### config.mk
export PLATFORM = sky130hd
export DESIGN_NAME = fir_beat_packer
export DESIGN_NICKNAME = d
export VERILOG_FILES = /design/src/rtl/fir_beat_packer.sv
export SDC_FILE = /design/constraint.sdc
export NUM_CORES = 1
export LEC_CHECK = 0
export ABC_AREA = 1
export ABC_CLOCK_PERIOD_IN_PS = 3800
export CORE_MARGIN = 2
export CORE_UTILIZATION = 55
export DETAILED_ROUTE_END_ITERATION = 7
export DONT_BUFFER_PORTS = 1
export PLACE_DENSITY = 0.81
export SLEW_MARGIN = 10
export SYNTH_ARGS = -nofsm -noshare
export SYNTH_HDL_FRONTEND = slang
export SYNTH_SLANG_ARGS = --single-unit
### constraint.sdc
create_clock -name clk -period 3.8 [get_ports clk]
set_input_delay 0 -clock clk [delete_from_list [all_inputs] [get_ports clk]]
set_output_delay 0 -clock clk [all_outputs]
set_load 0.05 [all_outputs]
### src/rtl/fir_beat_packer.sv
// fir_beat_packer: packs dual-channel sample pairs into wide beats for the FIR decimator
module fir_beat_packer #(
    parameter int DATA_WIDTH = 16,
    parameter int CHANNELS   = 2,
    parameter int P_SAMPLES  = 8
) (
    input  logic                                     clk,
    input  logic                                     nrst,
    input  logic                                     in_valid,
    output logic                                     in_ready,
    input  logic [DATA_WIDTH-1:0]                    in_ch0,
    input  logic [DATA_WIDTH-1:0]                    in_ch1,
    input  logic                                     flush,
    output logic                                     m_tvalid,
    input  logic                                     m_tready,
    output logic [CHANNELS*P_SAMPLES*DATA_WIDTH-1:0] m_tdata,
    output logic [$clog2(P_SAMPLES)-1:0]             fill_level,
    output logic [15:0]                              beat_count
);
    localparam int CW = $clog2(P_SAMPLES);
    localparam logic [CW-1:0] LAST = CW'(P_SAMPLES - 1);
    typedef logic [P_SAMPLES-1:0][DATA_WIDTH-1:0] lanes_t;
    lanes_t asm0, asm1, sh0, sh1, beat0, beat1;
    logic [CW-1:0] cnt;
    logic [CW:0] n;
    logic pend, acc, comp, fl_req, emit;

    assign in_ready   = !pend && !(cnt == LAST && m_tvalid && !m_tready);
    assign acc        = in_valid && in_ready;
    assign comp       = acc && cnt == LAST;
    assign n          = {1'b0, cnt} + (CW+1)'(acc);
    assign fl_req     = (flush || pend) && (cnt != '0 || acc);
    assign emit       = comp || (fl_req && (!m_tvalid || m_tready));
    assign fill_level = cnt;

    // shift the new pair into lane 0 and zero lanes not written since the last beat
    always_comb begin
        sh0   = acc ? {asm0[P_SAMPLES-2:0], in_ch0} : asm0;
        sh1   = acc ? {asm1[P_SAMPLES-2:0], in_ch1} : asm1;
        beat0 = '0;
        beat1 = '0;
        for (int j = 0; j < P_SAMPLES; j++) begin
            beat0[j] = (j < int'(n)) ? sh0[j] : '0;
            beat1[j] = (j < int'(n)) ? sh1[j] : '0;
        end
    end

    // assembly lanes, fill counter and the pending-flush bit
    always_ff @(posedge clk or negedge nrst) begin
        if (!nrst) begin
            asm0 <= '0;
            asm1 <= '0;
            cnt  <= '0;
            pend <= 1'b0;
        end else begin
            asm0 <= sh0;
            asm1 <= sh1;
            cnt  <= emit ? '0 : n[CW-1:0];
            pend <= fl_req && !emit;
        end
    end

    // output holding register and handoff counter
    always_ff @(posedge clk or negedge nrst) begin
        if (!nrst) begin
            m_tvalid   <= 1'b0;
            m_tdata    <= '0;
            beat_count <= '0;
        end else begin
            m_tvalid <= emit || (m_tvalid && !m_tready);
            if (emit)
                m_tdata <= {beat1, beat0};
            if (m_tvalid && m_tready)
                beat_count <= beat_count + 16'd1;
        end
    end
endmodule

==> results.sh, run 1 <==
export IMPL_maxCapViolations=0
export IMPL_avgRoutedWirePerCell_um=18.6
export IMPL_antenna_found_initial=1
export IMPL_multi_input_area_um2=8250
export IMPL_cts_root_buf="clkbuf_16"
export IMPL_min_period_ns=3.39
export IMPL_syn_to_final_growth_pct=11.7
export IMPL_vias=20583
export IMPL_final_util_pct=62.2
export IMPL_rsz0062_at_grt="no"
export IMPL_fp_dieArea_um2=46500
export IMPL_crit_chain="buf_4 > inv_2 > nor2_1 > nand2_4 > buf_4 > buf_4 > nand4_1 > dlygate4sd3_1 > nand2_1 > dlygate4sd3_1 > inv_1"
export IMPL_cts_clk_slew_worst_paths_ns=0.06
export IMPL_synth_cell_types=24
export IMPL_hp_class="in2async"
export IMPL_nets=3197
export IMPL_final_layout_size_suffix_gt1_share_pct=3.84
export IMPL_ant_nets=0
export IMPL_grt_use_total_pct=30.3
export IMPL_p_leak_uw=0.0158
export IMPL_dp_hpwl_um=40000
export IMPL_gp_congestion=0.870
export IMPL_fin_crit_sh_pct=89.2
export IMPL_reg2reg_to="asm1[124]"
export IMPL_overflow=0
export IMPL_end_kind="register"
export IMPL_ys_warn_count=0
export IMPL_p_per_area_nw_per_um2=847
export IMPL_worstSetupPathType="reg2reg"
export IMPL_first_iter_violations=2217
export IMPL_dr_wl_met3_um=6140
export IMPL_nFillCells=3726
export IMPL_finalMaxSlewViolations=93
export IMPL_numCtsBuffers=55
export IMPL_post_cts_resized=0
export IMPL_core_region_area_um2=44200
export IMPL_routed_wl_um=70500
export IMPL_max_slew_margin_pct=-3.51
export IMPL_clock_sinks=533
export IMPL_r2r_start="fill_level[2]"
export IMPL_worstPathArrival_ns=3.88
export IMPL_die_h_um=216
export IMPL_crit_buf_inv=7
export IMPL_crit_slowest_cell="dlygate4sd3_1"
export IMPL_synth_area_um2=24600
export IMPL_worst_pin_slew_ns=1.55
export IMPL_crit_path_start_kind="register"
export IMPL_maxUsedRoutingLayer="met4"
export IMPL_ys_seq_area_share_pct=54.2
export IMPL_grt_pass1_vias=20191
export IMPL_final_cells=3793
export IMPL_yosys_top_cells_area="dfrtp_1 (54%), nand2_1 (16%), inv_1 (8.5%)"
export IMPL_dp_cells=3595
export IMPL_ctsHoldBuffers=96
export IMPL_outcome="finished with violations"
export IMPL_setup_viol=0
export IMPL_whs_ns=-0.906
export IMPL_synth_top_cell_area_share_pct=54.2
export IMPL_ir_worst_vdd_mv=0.543
export IMPL_wl_met2_um=33100
export IMPL_hold_viol=534
export IMPL_critical_path_max_stage_delay_ns=0.61
export IMPL_path_common_cell="buf_4"
export IMPL_critPathTopFamily="buffers and inverters"
export IMPL_syn_area_per_cell_um2=7.69
export IMPL_die_x_um=216
export IMPL_ctsHtreeMaxLevel=2
export IMPL_worstPathMaxFanout=56
export IMPL_insertion_delay_ns=0.61
export IMPL_met1_length_um=27700
export IMPL_yosys_register_bits=533
export IMPL_yosys_area_top_type="dfrtp_1"
export IMPL_grt_max_degree=534
export IMPL_vias_per_cell=5.43
export IMPL_drt_first_pass_iters=8
export IMPL_synth_cells=3201
export IMPL_syn_nets=3242
export IMPL_io_buffers=0
export IMPL_fmax_mhz=295
export IMPL_r2r_cells=11
export IMPL_post_route_drc_count=9
export IMPL_initial_utilization_pct=55.7
export IMPL_violations="design-rule violations, negative hold slack, max-slew violations"
export IMPL_clk_path_buf_depth=3
export IMPL_tns_ns=0
export IMPL_pin_count=314
export IMPL_rrSetupSlack_ns=0.41
export IMPL_final_seq_area_um2=13300
export IMPL_fin_skew_ns=0.0179
export IMPL_tritoncts="yes"
export IMPL_cp_data_required_time_ns=4.29
export IMPL_grt_pass1_wl_um=112000
export IMPL_rows=77
==> cell families after synthesis <==
logic type	Yosys count	share of synthesized area [%]
simple gates	1860	32.5
buf+inv	785	12.5
flops	533	54.2
xor+xnor	15	0.534
compound gates	4	0.0813
fa+ha+maj	4	0.203
==> timing repair <==
item | 4_1_cts | 5_1_grt
setup endpoints to repair | 0 | 0
setup buffers | 0 | 0
hold endpoints to repair | 1055 | 533
==> cells in the mapped netlist, drive strengths merged <==
| library cell | instances |
|---|---|
| dfrtp | 533 |
| nand3b | 2 |
| inv | 562 |
| o21ai | 3 |
| clkinv | 1 |
| xnor2 | 9 |
| xor2 | 6 |
| ha | 4 |
| nor3b | 1 |
| nor3 | 3 |
| nor2 | 272 |
| or2 | 2 |
| nand3 | 263 |
| clkbuf | 94 |
| nand2 | 1057 |
| a21oi | 1 |
| nand4 | 260 |
| buf | 128 |
==> final cells by class <==
type,count,share of cell area (%)
inverters,563,7.71
multi-input cells,1883,30.0
clock inverters,17,0.651
repair buffers,120,4.53
well taps,592,2.69
clock buffers,84,5.88
diodes,1,0.00910
flip-flops and latches,533,48.5
==> worst reg2reg max path: stages, from the launching register on <==
cell and delay [ns]:
dfrtp_1 0.36, buf_4 0.20, inv_2 0.07, nor2_1 0.09, nand2_4 0.10, buf_4 0.48, buf_4 0.53, nand4_1 0.16
dlygate4sd3_1 0.61, nand2_1 0.09, dlygate4sd3_1 0.55, inv_1 0.04
==> where the power goes <==
group	internal [µW]	switching, µW
logic	1920	4270
clock network	3130	2300
registers	7450	4210
total	12500	10800
==> registers in the layout, summed over array words and instances (netlist names) <==
signal and flops:
asm0 128, asm1 128, beat_count 16, fill_level 3, m_tdata 256, m_tvalid 1, pend 1
==> how the worst max path moves through the flow <==
stage | start | endpoint | depth (start not counted)
3_3_place_gp | fill_level[2] | m_tdata[162] | 15
2_1_floorplan | fill_level[1] | m_tdata[10] | 14
5_1_grt | fill_level[2] | asm1[126] | 11
3_5_place_dp | fill_level[2] | m_tdata[168] | 15
4_1_cts | fill_level[2] | asm1[124] | 11
6_report | fill_level[2] | asm1[124] | 11
==> through the flow <==
step	hold slack [ns]	setup slack (ns)	total power (µW)	cell area [µm²]
6_report	-0.906	0.411	23300	27500
5_1_grt	-0.925	0.229	24500	27500
4_1_cts	-0.931	0.462	23300	27500
3_5_place_dp	-0.285	0.656	17600	24700
3_3_place_gp	-0.286	0.709	17400	24700
2_1_floorplan	-0.296	0.980	15800	24600
==> routing by layer <==
layer  GRT usage [%]  vias up
met5               0        -
li1                -     9677
met1            39.0     9870
met4            14.0        0
met2            48.3      855
met3            7.63      181
==> cell usage in the layout, fill, tap and decap left out <==
master and n:
diode_2 1, inv_8 1, inv_6 2, or2_1 1, nand2_1 1054, nand3b_1 2, o21ai_2 1, ha_1 4
clkbuf_16 56, clkbuf_1 17, clkbuf_8 11, nand2_4 2, inv_2 3, or2_2 1, nor2_1 271, o21ai_0 2
buf_4 17, inv_1 559, clkinv_2 11, bufinv_16 3, clkinv_8 1, buf_16 1, xor2_1 6, nand4_1 260
dlygate4sd3_1 95, nor3b_1 1, nor3_2 1, nand2_8 1, dfrtp_1 533, a21oi_2 1, nor3_1 2, buf_12 7
nand3_4 2, xnor2_1 9, nand3_1 261, nor2_2 1
(Power assumes the default switching activity.)
==> inputs of run 2 (changes only) <==
--- a/config.mk
+++ b/config.mk
@@ -7,7 +7,6 @@
 export LEC_CHECK = 0
 export ABC_AREA = 1
 export ABC_CLOCK_PERIOD_IN_PS = 3800
-export CORE_MARGIN = 2
 export CORE_UTILIZATION = 55
 export DETAILED_ROUTE_END_ITERATION = 7
 export DONT_BUFFER_PORTS = 1
==> run 2 against run 1 <==
Compared with the run above:
- the flow finishes with violations (negative hold slack)
- die area shrank 1.8%
- first-iteration DRC count grew 8.8%
- total power grew 1.3%
- clock skew grew 0.021 ns
- utilization grew 0.12 points
- non-clock buffer count shrank 5
- count of clock-buffer cells in the layout shrank 10
- register-to-register slack gained 0.06 ns
- flip-flop and latch count is the same
- critical path depth grew 1
- critical endpoint is now m_tdata[6]
- largest power group unchanged
==> results.sh, run 2 (synthesized netlist as in run 1, its figures left out) <==
export IMPL_outcome="finished with violations"
export IMPL_violations="negative hold slack"
export IMPL_worst_pin_slew_ns=1.11
export IMPL_reg2reg_to="m_tdata[6]"
export IMPL_setup_viol=0
export IMPL_numCtsBuffers=55
export IMPL_final_cells=3789
export IMPL_rows=77
export IMPL_cts_clk_slew_worst_paths_ns=0.06
export IMPL_worstSetupPathType="reg2reg"
export IMPL_post_cts_resized=0
export IMPL_ant_nets=0
export IMPL_maxCapViolations=0
export IMPL_min_period_ns=3.33
export IMPL_crit_path_start_kind="register"
export IMPL_fmax_mhz=300
export IMPL_fin_crit_sh_pct=87.6
export IMPL_r2r_cells=12
export IMPL_cp_data_required_time_ns=4.29
export IMPL_clk_path_buf_depth=3
export IMPL_p_per_area_nw_per_um2=857
export IMPL_drt_first_pass_iters=6
export IMPL_grt_pass1_wl_um=109000
export IMPL_ir_worst_vdd_mv=0.612
export IMPL_die_h_um=214
export IMPL_hp_class="in2async"
export IMPL_regMostFlops="m_tdata"
export IMPL_ctsHoldBuffers=88
export IMPL_rrSetupSlack_ns=0.47
export IMPL_initial_utilization_pct=55.7
export IMPL_grt_max_degree=534
export IMPL_die_x_um=214
export IMPL_r2r_start="m_tvalid"
export IMPL_dp_hpwl_um=39800
export IMPL_final_layout_size_suffix_gt1_share_pct=4.22
export IMPL_antenna_found_initial=1
export IMPL_tns_ns=0
export IMPL_vias=20484
export IMPL_crit_buf_inv=4
export IMPL_pin_count=314
export IMPL_fp_dieArea_um2=45600
export IMPL_end_kind="register"
export IMPL_syn_to_final_growth_pct=11.9
export IMPL_whs_ns=-0.939
export IMPL_worstPathMaxFanout=188
export IMPL_reg_top3="m_tdata x256, asm0 x128, asm1 x128"
export IMPL_clock_sinks=533
export IMPL_critical_path_max_stage_delay_ns=0.77
export IMPL_largest_reg_flops=256
export IMPL_layout_commonest_cell="nand2_1"
export IMPL_first_iter_violations=2412
export IMPL_io_buffers=0
export IMPL_rsz0062_at_grt="no"
export IMPL_insertion_delay_ns=0.64
export IMPL_ctsHtreeMaxLevel=2
export IMPL_vias_per_cell=5.41
export IMPL_nets=3192
export IMPL_hold_viol=533
export IMPL_max_slew_margin_pct=25.7
export IMPL_gp_congestion=0.839
export IMPL_tritoncts="yes"
export IMPL_path_common_cell="nand2_1"
export IMPL_post_route_drc_count=0
export IMPL_grt_use_total_pct=30.9
export IMPL_critPathTopFamily="buffers and inverters"
export IMPL_crit_slowest_cell="buf_4"
export IMPL_cts_root_buf="clkbuf_16"
export IMPL_final_util_pct=62.3
export IMPL_avgRoutedWirePerCell_um=18.4
export IMPL_overflow=0
export IMPL_mostFrequentLayoutCells="nand2_1 (1,054), inv_1 (559), dfrtp_1 (533)"
export IMPL_core_region_area_um2=44200
export IMPL_finalMaxSlewViolations=0
export IMPL_fin_skew_ns=0.0385
export IMPL_p_leak_uw=0.0158
export IMPL_post_cts_repair_setup_buffers=0
export IMPL_routed_wl_um=69900
export IMPL_grt_pass1_vias=19735
export IMPL_worstPathArrival_ns=3.82
export IMPL_crit_chain="buf_4 > inv_1 > nor2_1 > nand2_4 > nand3_4 > buf_12 > buf_4 > nand2_1 > nand2_1 > nor2_1 > nand2_1 > nand2_1"
export IMPL_dp_cells=3598
-- run 2: cell count changes in the layout (fill, tap and decap cells not counted) --
| cell | change |
|---|---|
| buf_12 | -1 |
| buf_4 | +4 |
| bufinv_16 | +5 |
| clkbuf_1 | -8 |
| clkbuf_8 | -2 |
| clkinv_2 | +6 |
| clkinv_4 | +1 |
| dlygate4sd3_1 | -8 |
| inv_6 | -1 |
-- run 2: per-layer routing --
| metal | up-vias | part of all wire (%) | GRT usage, % |
|---|---|---|---|
| met3 | 170 | 9.2 | 8.17 |
| met4 | 0 | 4.4 | 13.4 |
| met2 | 869 | 48 | 49.6 |
| met5 | - | 0 | 0 |
| li1 | 9669 | - | - |
| met1 | 9776 | 38 | 39.4 |
-- run 2: area by class of cell --
| type | count | area, µm² |
|---|---|---|
| fill | 3729 | 16700 |
| sequential | 533 | 13300 |
| multi-input combinational | 1883 | 8250 |
| inverter | 563 | 2120 |
| clock buffer | 74 | 1560 |
| timing repair buffer | 115 | 1180 |
| tap | 592 | 741 |
| clock inverter | 28 | 359 |
| antenna | 1 | 2.50 |
-- run 2: how the worst max path moves through the flow --
stage          cells after the start  slack [ns]      endpoint           from
2_1_floorplan                     14        0.98   m_tdata[10]  fill_level[1]
3_3_place_gp                      12        0.82    m_tdata[1]       m_tvalid
3_5_place_dp                      12        0.80  m_tdata[139]       m_tvalid
4_1_cts                           12        0.75  m_tdata[115]       m_tvalid
5_1_grt                           12        0.35    m_tdata[6]       m_tvalid
6_report                          12        0.47    m_tdata[6]       m_tvalid
-- run 2: per-stage QoR --
stage                     power [µW]  setup slack, ns  cell area (µm²)
after global routing           24900            0.350            27600
final                          23600            0.471            27600
after CTS                      23600            0.748            27500
after floorplan                15800            0.980            24600
after global placement         17400            0.816            24700
after detailed placement       17600            0.799            24700
-- run 2: report_power, final --
group	switching, µW	total [µW]	internal (µW)
clock	2370	5790	3420
combinational	4270	6160	1890
sequential	4200	11700	7450
